<file path="config.mk">
export PLATFORM = sky130hd
export DESIGN_NAME = pipelined_funnel_shifter
export DESIGN_NICKNAME = d
export VERILOG_FILES = /design/src/rtl/pipelined_funnel_shifter.sv
export SDC_FILE = /design/constraint.sdc
export NUM_CORES = 1
export LEC_CHECK = 0
export CORE_MARGIN = 2
export CORE_UTILIZATION = 35
export DETAILED_ROUTE_END_ITERATION = 10
export PLACE_DENSITY = 0.64
export RECOVER_POWER = 25
export REMOVE_ABC_BUFFERS = 1
export SETUP_SLACK_MARGIN = 0.4
export SLEW_MARGIN = 40
export SYNTH_ARGS = -nofsm -noshare
export SYNTH_HDL_FRONTEND = slang
export SYNTH_SLANG_ARGS = --single-unit
</file>
<file path="constraint.sdc">
create_clock -name clk -period 1.9 [get_ports clk]
set_input_delay 0.285 -clock clk [delete_from_list [all_inputs] [get_ports clk]]
set_output_delay 0.285 -clock clk [all_outputs]
set_load 0.01 [all_outputs]
</file>
<file path="src/rtl/pipelined_funnel_shifter.sv">
// Two-stage pipelined shifter/rotator/funnel with valid/ready on both sides.
// Every op is mapped onto one right funnel shift of {hi,lo}; left ops bit-reverse around it.
module pipelined_funnel_shifter #(
  parameter  int WIDTH = 32,
  localparam int SHW   = $clog2(WIDTH)
) (
  input  logic             clk,
  input  logic             rst_n,
  input  logic             in_valid,
  output logic             in_ready,
  input  logic [2:0]       in_op,
  input  logic [WIDTH-1:0] in_hi,
  input  logic [WIDTH-1:0] in_lo,
  input  logic [SHW-1:0]   in_amt,
  output logic             out_valid,
  input  logic             out_ready,
  output logic [WIDTH-1:0] out_data,
  output logic             out_err
);

  // S1 applies amount bits [SHW-1:LO_BITS], S2 applies [LO_BITS-1:0].
  localparam int LO_BITS = SHW / 2;
  // Residual shift after S1 is < 2**LO_BITS, so only this many low bits can still reach the result.
  localparam int WW      = WIDTH + (1 << LO_BITS) - 1;

  typedef enum logic [2:0] {
    OP_SLL    = 3'd0,
    OP_SRL    = 3'd1,
    OP_SRA    = 3'd2,
    OP_ROL    = 3'd3,
    OP_ROR    = 3'd4,
    OP_FUNNEL = 3'd5,
    OP_RSV6   = 3'd6,
    OP_RSV7   = 3'd7
  } op_e;

  function automatic logic [WIDTH-1:0] bit_rev(input logic [WIDTH-1:0] x);
    for (int i = 0; i < WIDTH; i++) bit_rev[i] = x[WIDTH-1-i];
  endfunction

  logic               s1_valid;
  op_e                s1_op;
  logic [LO_BITS-1:0] s1_amt;
  logic [WW-1:0]      s1_win;

  logic s2_adv;
  logic s1_adv;

  assign s2_adv   = !out_valid || out_ready;
  assign s1_adv   = !s1_valid || s2_adv;
  assign in_ready = s1_adv;

  // s1_lv[k] holds the funnel word with all amount bits >= k already applied.
  logic [2*WIDTH-1:0] s1_lv [LO_BITS:SHW];

  always_comb begin
    // NOTE: every always_comb target gets a value on every path (default arm here), so no latch is inferred.
    case (op_e'(in_op))
      OP_SLL:    s1_lv[SHW] = {{WIDTH{1'b0}}, bit_rev(in_lo)};
      OP_SRL:    s1_lv[SHW] = {{WIDTH{1'b0}}, in_lo};
      OP_SRA:    s1_lv[SHW] = {{WIDTH{in_lo[WIDTH-1]}}, in_lo};
      OP_ROL:    s1_lv[SHW] = {bit_rev(in_lo), bit_rev(in_lo)};
      OP_ROR:    s1_lv[SHW] = {in_lo, in_lo};
      OP_FUNNEL: s1_lv[SHW] = {in_hi, in_lo};
      default:   s1_lv[SHW] = '0;
    endcase
    for (int k = SHW; k > LO_BITS; k--)
      s1_lv[k-1] = in_amt[k-1] ? (s1_lv[k] >> (1 << (k-1))) : s1_lv[k];
  end

  always_ff @(posedge clk) begin
    // NOTE: sequential state uses non-blocking assignments so every register samples pre-edge values.
    if (!rst_n) begin
      // NOTE: the datapath registers are cleared along with the valid bits so no stale operand survives reset.
      s1_valid <= 1'b0;
      s1_op    <= OP_SLL;
      s1_amt   <= '0;
      s1_win   <= '0;
    end else if (s1_adv) begin
      s1_valid <= in_valid;
      if (in_valid) begin
        s1_op  <= op_e'(in_op);
        s1_amt <= in_amt[LO_BITS-1:0];
        s1_win <= s1_lv[LO_BITS][WW-1:0];
      end
    end
  end

  logic [WW-1:0]    s2_lv [0:LO_BITS];
  logic [WIDTH-1:0] s2_res;
  logic             s2_err;

  always_comb begin
    s2_lv[LO_BITS] = s1_win;
    for (int k = LO_BITS; k > 0; k--)
      s2_lv[k-1] = s1_amt[k-1] ? (s2_lv[k] >> (1 << (k-1))) : s2_lv[k];
    s2_res = s2_lv[0][WIDTH-1:0];
    s2_err = 1'b0;
    case (s1_op)
      OP_SLL, OP_ROL: s2_res = bit_rev(s2_lv[0][WIDTH-1:0]);
      OP_RSV6, OP_RSV7: begin
        s2_res = '0;
        s2_err = 1'b1;
      end
      default: ;
    endcase
  end

  always_ff @(posedge clk) begin
    if (!rst_n) begin
      out_valid <= 1'b0;
      out_data  <= '0;
      out_err   <= 1'b0;
    end else if (s2_adv) begin
      out_valid <= s1_valid;
      if (s1_valid) begin
        out_data <= s2_res;
        out_err  <= s2_err;
      end
    end
  end

endmodule

</file>
==> impl_metrics.py <==
metrics = {
    "layout": {
        "n_fill_cell": 1557,
        "fin_cells": 1337,
        "register_area_um2": 1510,
        "antenna_cells": 0,
        "multi_input_area_um2": 6100,
        "final_nets": 1143,
        "area_delta_synth_final_pct": 76.0,
        "layout-drive-gt1-share_pct": 47.2,
    },
    "critical_path": {
        "timing.rr.start": "s1_amt[0]$_SDFFE_PN0P_",
        "cp.required_ns": 2.16,
        "reg2reg_depth": 6,
        "path_delay_family": "compound AO/OA/AOI/OAI gates",
        "worstPathArrival_ns": 2.04,
        "setup.worst_path.start_class": "input port",
        "crit_path_frequent_cell": "buf_12",
        "slowest_stage": "a221o_1",
        "max_stage_delay_ns": 0.30,
        "worstReg2RegEnd": "out_data[10]$_SDFFE_PN0P_",
        "crit_buf_inv": 4,
        "crit_chain": "buf_12, buf_12, nand2b_4, buf_6, and3_4, a221o_1, a2bb2oi_2, buf_4, mux2_4, o31ai_4",
        "critPathCaptureType": "flop",
        "critical_path_class": "in2reg",
        "rrSetupSlack_ns": 0.20,
        "cp_max_fo": 5,
    },
    "floorplan": {
        "coreArea_um2": 19400,
        "num_rows": 51,
        "fp.dieH_um": 145,
        "dieArea_um2": 20900,
        "start_util_pct": 35.6,
        "io_pins": 111,
        "die_w_um": 145,
    },
    "timing": {
        "setup_viol": 0,
        "fin_ws_ns": 0.124,
        "fin_crit_sh_pct": 93.5,
        "skew_ns": 0.00684,
        "tns_ns": 0,
        "holdWs_ns": 0.408,
        "worst_pin_slew_ns": 0.596,
        "slew_headroom_pct": 60.2,
        "finalCriticalPeriod_ns": 1.78,
        "hold_viol_final": 0,
        "rsz0062_at_grt": "true",
        "report.final.slew_viol_count": 0,
        "max_freq_mhz": 563,
    },
    "yosys": {
        "synth_seq_cells": 75,
        "syn-cell-area_um2": 6910,
        "synth-seq-area-share_pct": 21.7,
        "syn_area_per_cell_um2": 8.81,
        "synth_top_area_share_pct": 21.7,
        "synth_area_leader_cell": "dfxtp_1",
        "netlist_instances": 784,
        "ys.flop_type": "dfxtp_1",
        "ys_top_cells_by_area": "dfxtp_1 22%, mux4_2 11%, mux2i_1 11%",
        "synth_edf_count": 0,
        "ys.warnings.count": 0,
        "synth_common_cells": "84 x nand2_1, 75 x dfxtp_1, 74 x mux2i_1, 51 x a22oi_1, 46 x clkbuf_1",
        "async_reset_ff_share_pct": 0,
        "yosysMostFrequentCell": "nand2_1",
        "yosysUniqueCellTypes": 62,
    },
    "clock_tree": {
        "cts_tree": "built",
        "cts_buffers": 9,
        "cts_sinks": 75,
        "cts.reportedPaths.clkPinSlew_ns": 0.06,
        "root_buffer": "clkbuf_16",
        "clock_latency_ns": 0.34,
        "htree_num_levels": 3,
        "cts_buffer_depth": 2,
    },
    "detailed_routing": {
        "vias": 8283,
        "drt-wirelength-per-cell_um": 21.9,
        "drc": 0,
        "drt-vias-per-instance": 6.20,
        "ant_nets": 0,
        "dr.pass1.iters": 7,
        "finalWirelength_mm": 29.3,
        "drt-initial-drc-count": 741,
    },
    "min_path": {
        "min_path_cells": 3,
        "holdPathEnd": "out_valid$_SDFFE_PN0P_",
        "min_from": "out_ready",
        "hold_class": "in2reg",
    },
    "place": {
        "hpwlAfterDp_mm": 19.1,
        "portBuffers": 109,
        "pre_cts_ws_ns": -0.748,
        "dp_cells": 1232,
        "place.gp.congestion": 0.934,
    },
    "power": {
        "power_mw": 6.45,
        "ir_worst_vdd_uv": 497,
        "p_leak_nw": 5.23,
        "power.density_nw_per_um2": 531,
    },
    "global_routing": {
        "grt_max_degree": 67,
        "grt_pass1_wl_mm": 44.4,
        "grtUsageMet2_pct": 45.8,
        "grt_usage_pct": 27.3,
        "antenna_found_initial": 0,
        "grt_pass1_vias": 8114,
        "grt-busiest-layer": "met2",
        "use_met1_pct": 34.3,
        "gr-usage-met3_pct": 4.11,
        "overflow": 0,
    },
    "job": {
        "maxCapViolCount": 0,
    },
    "status": {
        "status": "finished, final reports clean",
    },
}
[worst min-delay path, delay by kind of cell]
family	cells	cell delay, ns
AND/OR/NAND/NOR	1	0.11
AO/OA/AOI/OAI	1	0.09
buffers and inverters	1	0.21
[cell type report]
class,count,share of cell area [%]
clock buffers,10,1.88
clock inverters,6,0.741
flip-flops and latches,75,12.4
repair buffers,362,31.6
inverters,16,0.514
multi-input cells,603,50.1
well taps,265,2.73
[stage by stage]
step,instance area [um2],utilization (%)
6_report,12200,62.7
3_3_place_gp,9360,48.2
5_1_grt,12200,62.7
3_5_place_dp,9360,48.3
2_1_floorplan,6430,-
4_1_cts,11500,59.3
[routing by layer]
metal / up-vias / share of wire, %
met5: - / 0
met4: 0 / 4.9
met3: 100 / 6.3
met2: 412 / 49
met1: 4047 / 40
li1: 3724 / -
[sequential cells by signal, indices dropped and copies added, names as in the netlist]
signal	count
out_err	1
out_valid	1
s1_op	3
s1_win	35
s1_amt	2
out_data	32
s1_valid	1
[timing repair]
item                       4_1_cts  5_1_grt
gates cloned                    16        2
setup buffers                   55       16
resized for setup              306      103
pin swaps                      140       65
hold buffers                     0        0
setup endpoints to repair       88       84
[worst max path at each step]
stage                     depth (start not counted)              startpoint                   endpoint
after floorplan                                   4  s1_amt[0]$_SDFFE_PN0P_  out_data[10]$_SDFFE_PN0P_
after global placement                            8                in_op[2]     s1_win[4]$_SDFFE_PN0P_
after detailed placement                          8                in_op[2]     s1_win[4]$_SDFFE_PN0P_
after CTS                                        10                in_op[1]    s1_win[10]$_SDFFE_PN0P_
after global routing                              9                in_op[1]     s1_win[4]$_SDFFE_PN0P_
final                                            10                in_op[1]    s1_win[10]$_SDFFE_PN0P_
[report_power, final]
group | internal [mW] | leakage (nW) | switching [mW]
clock | 1.15 | 0.153 | 0.677
sequential | 1.69 | 0.617 | 0.121
combinational | 1.46 | 4.46 | 1.36
total | 4.30 | 5.23 | 2.16
[placed cells by master (no fill, tap or decap), types with 15 or more instances in the layout]
master,n
a22oi_2,42
dfxtp_1,72
dlygate4sd2_1,49
nand3_1,22
clkdlybuf4s50_1,33
a221o_1,21
mux2i_1,45
o211a_1,33
buf_6,35
nand2_1,81
buf_4,163
buf_12,31
mux2i_2,19
and3_1,20
mux4_2,33
clkdlybuf4s25_1,15
[logic make-up (layout without fill, tap and decap cells)]
logic type             count (synthesis)  count (layout)  synth area share (%)
multiplexers                         111             111                  22.1
buffers and inverters                107             394                  7.77
AO/OA/AOI/OAI                        293             293                  33.8
AND/OR/NAND/NOR                      195             196                  14.1
XOR/XNOR                               3               3                 0.489
flip-flops                            75              75                  21.7
(Power assumes the default switching activity.)
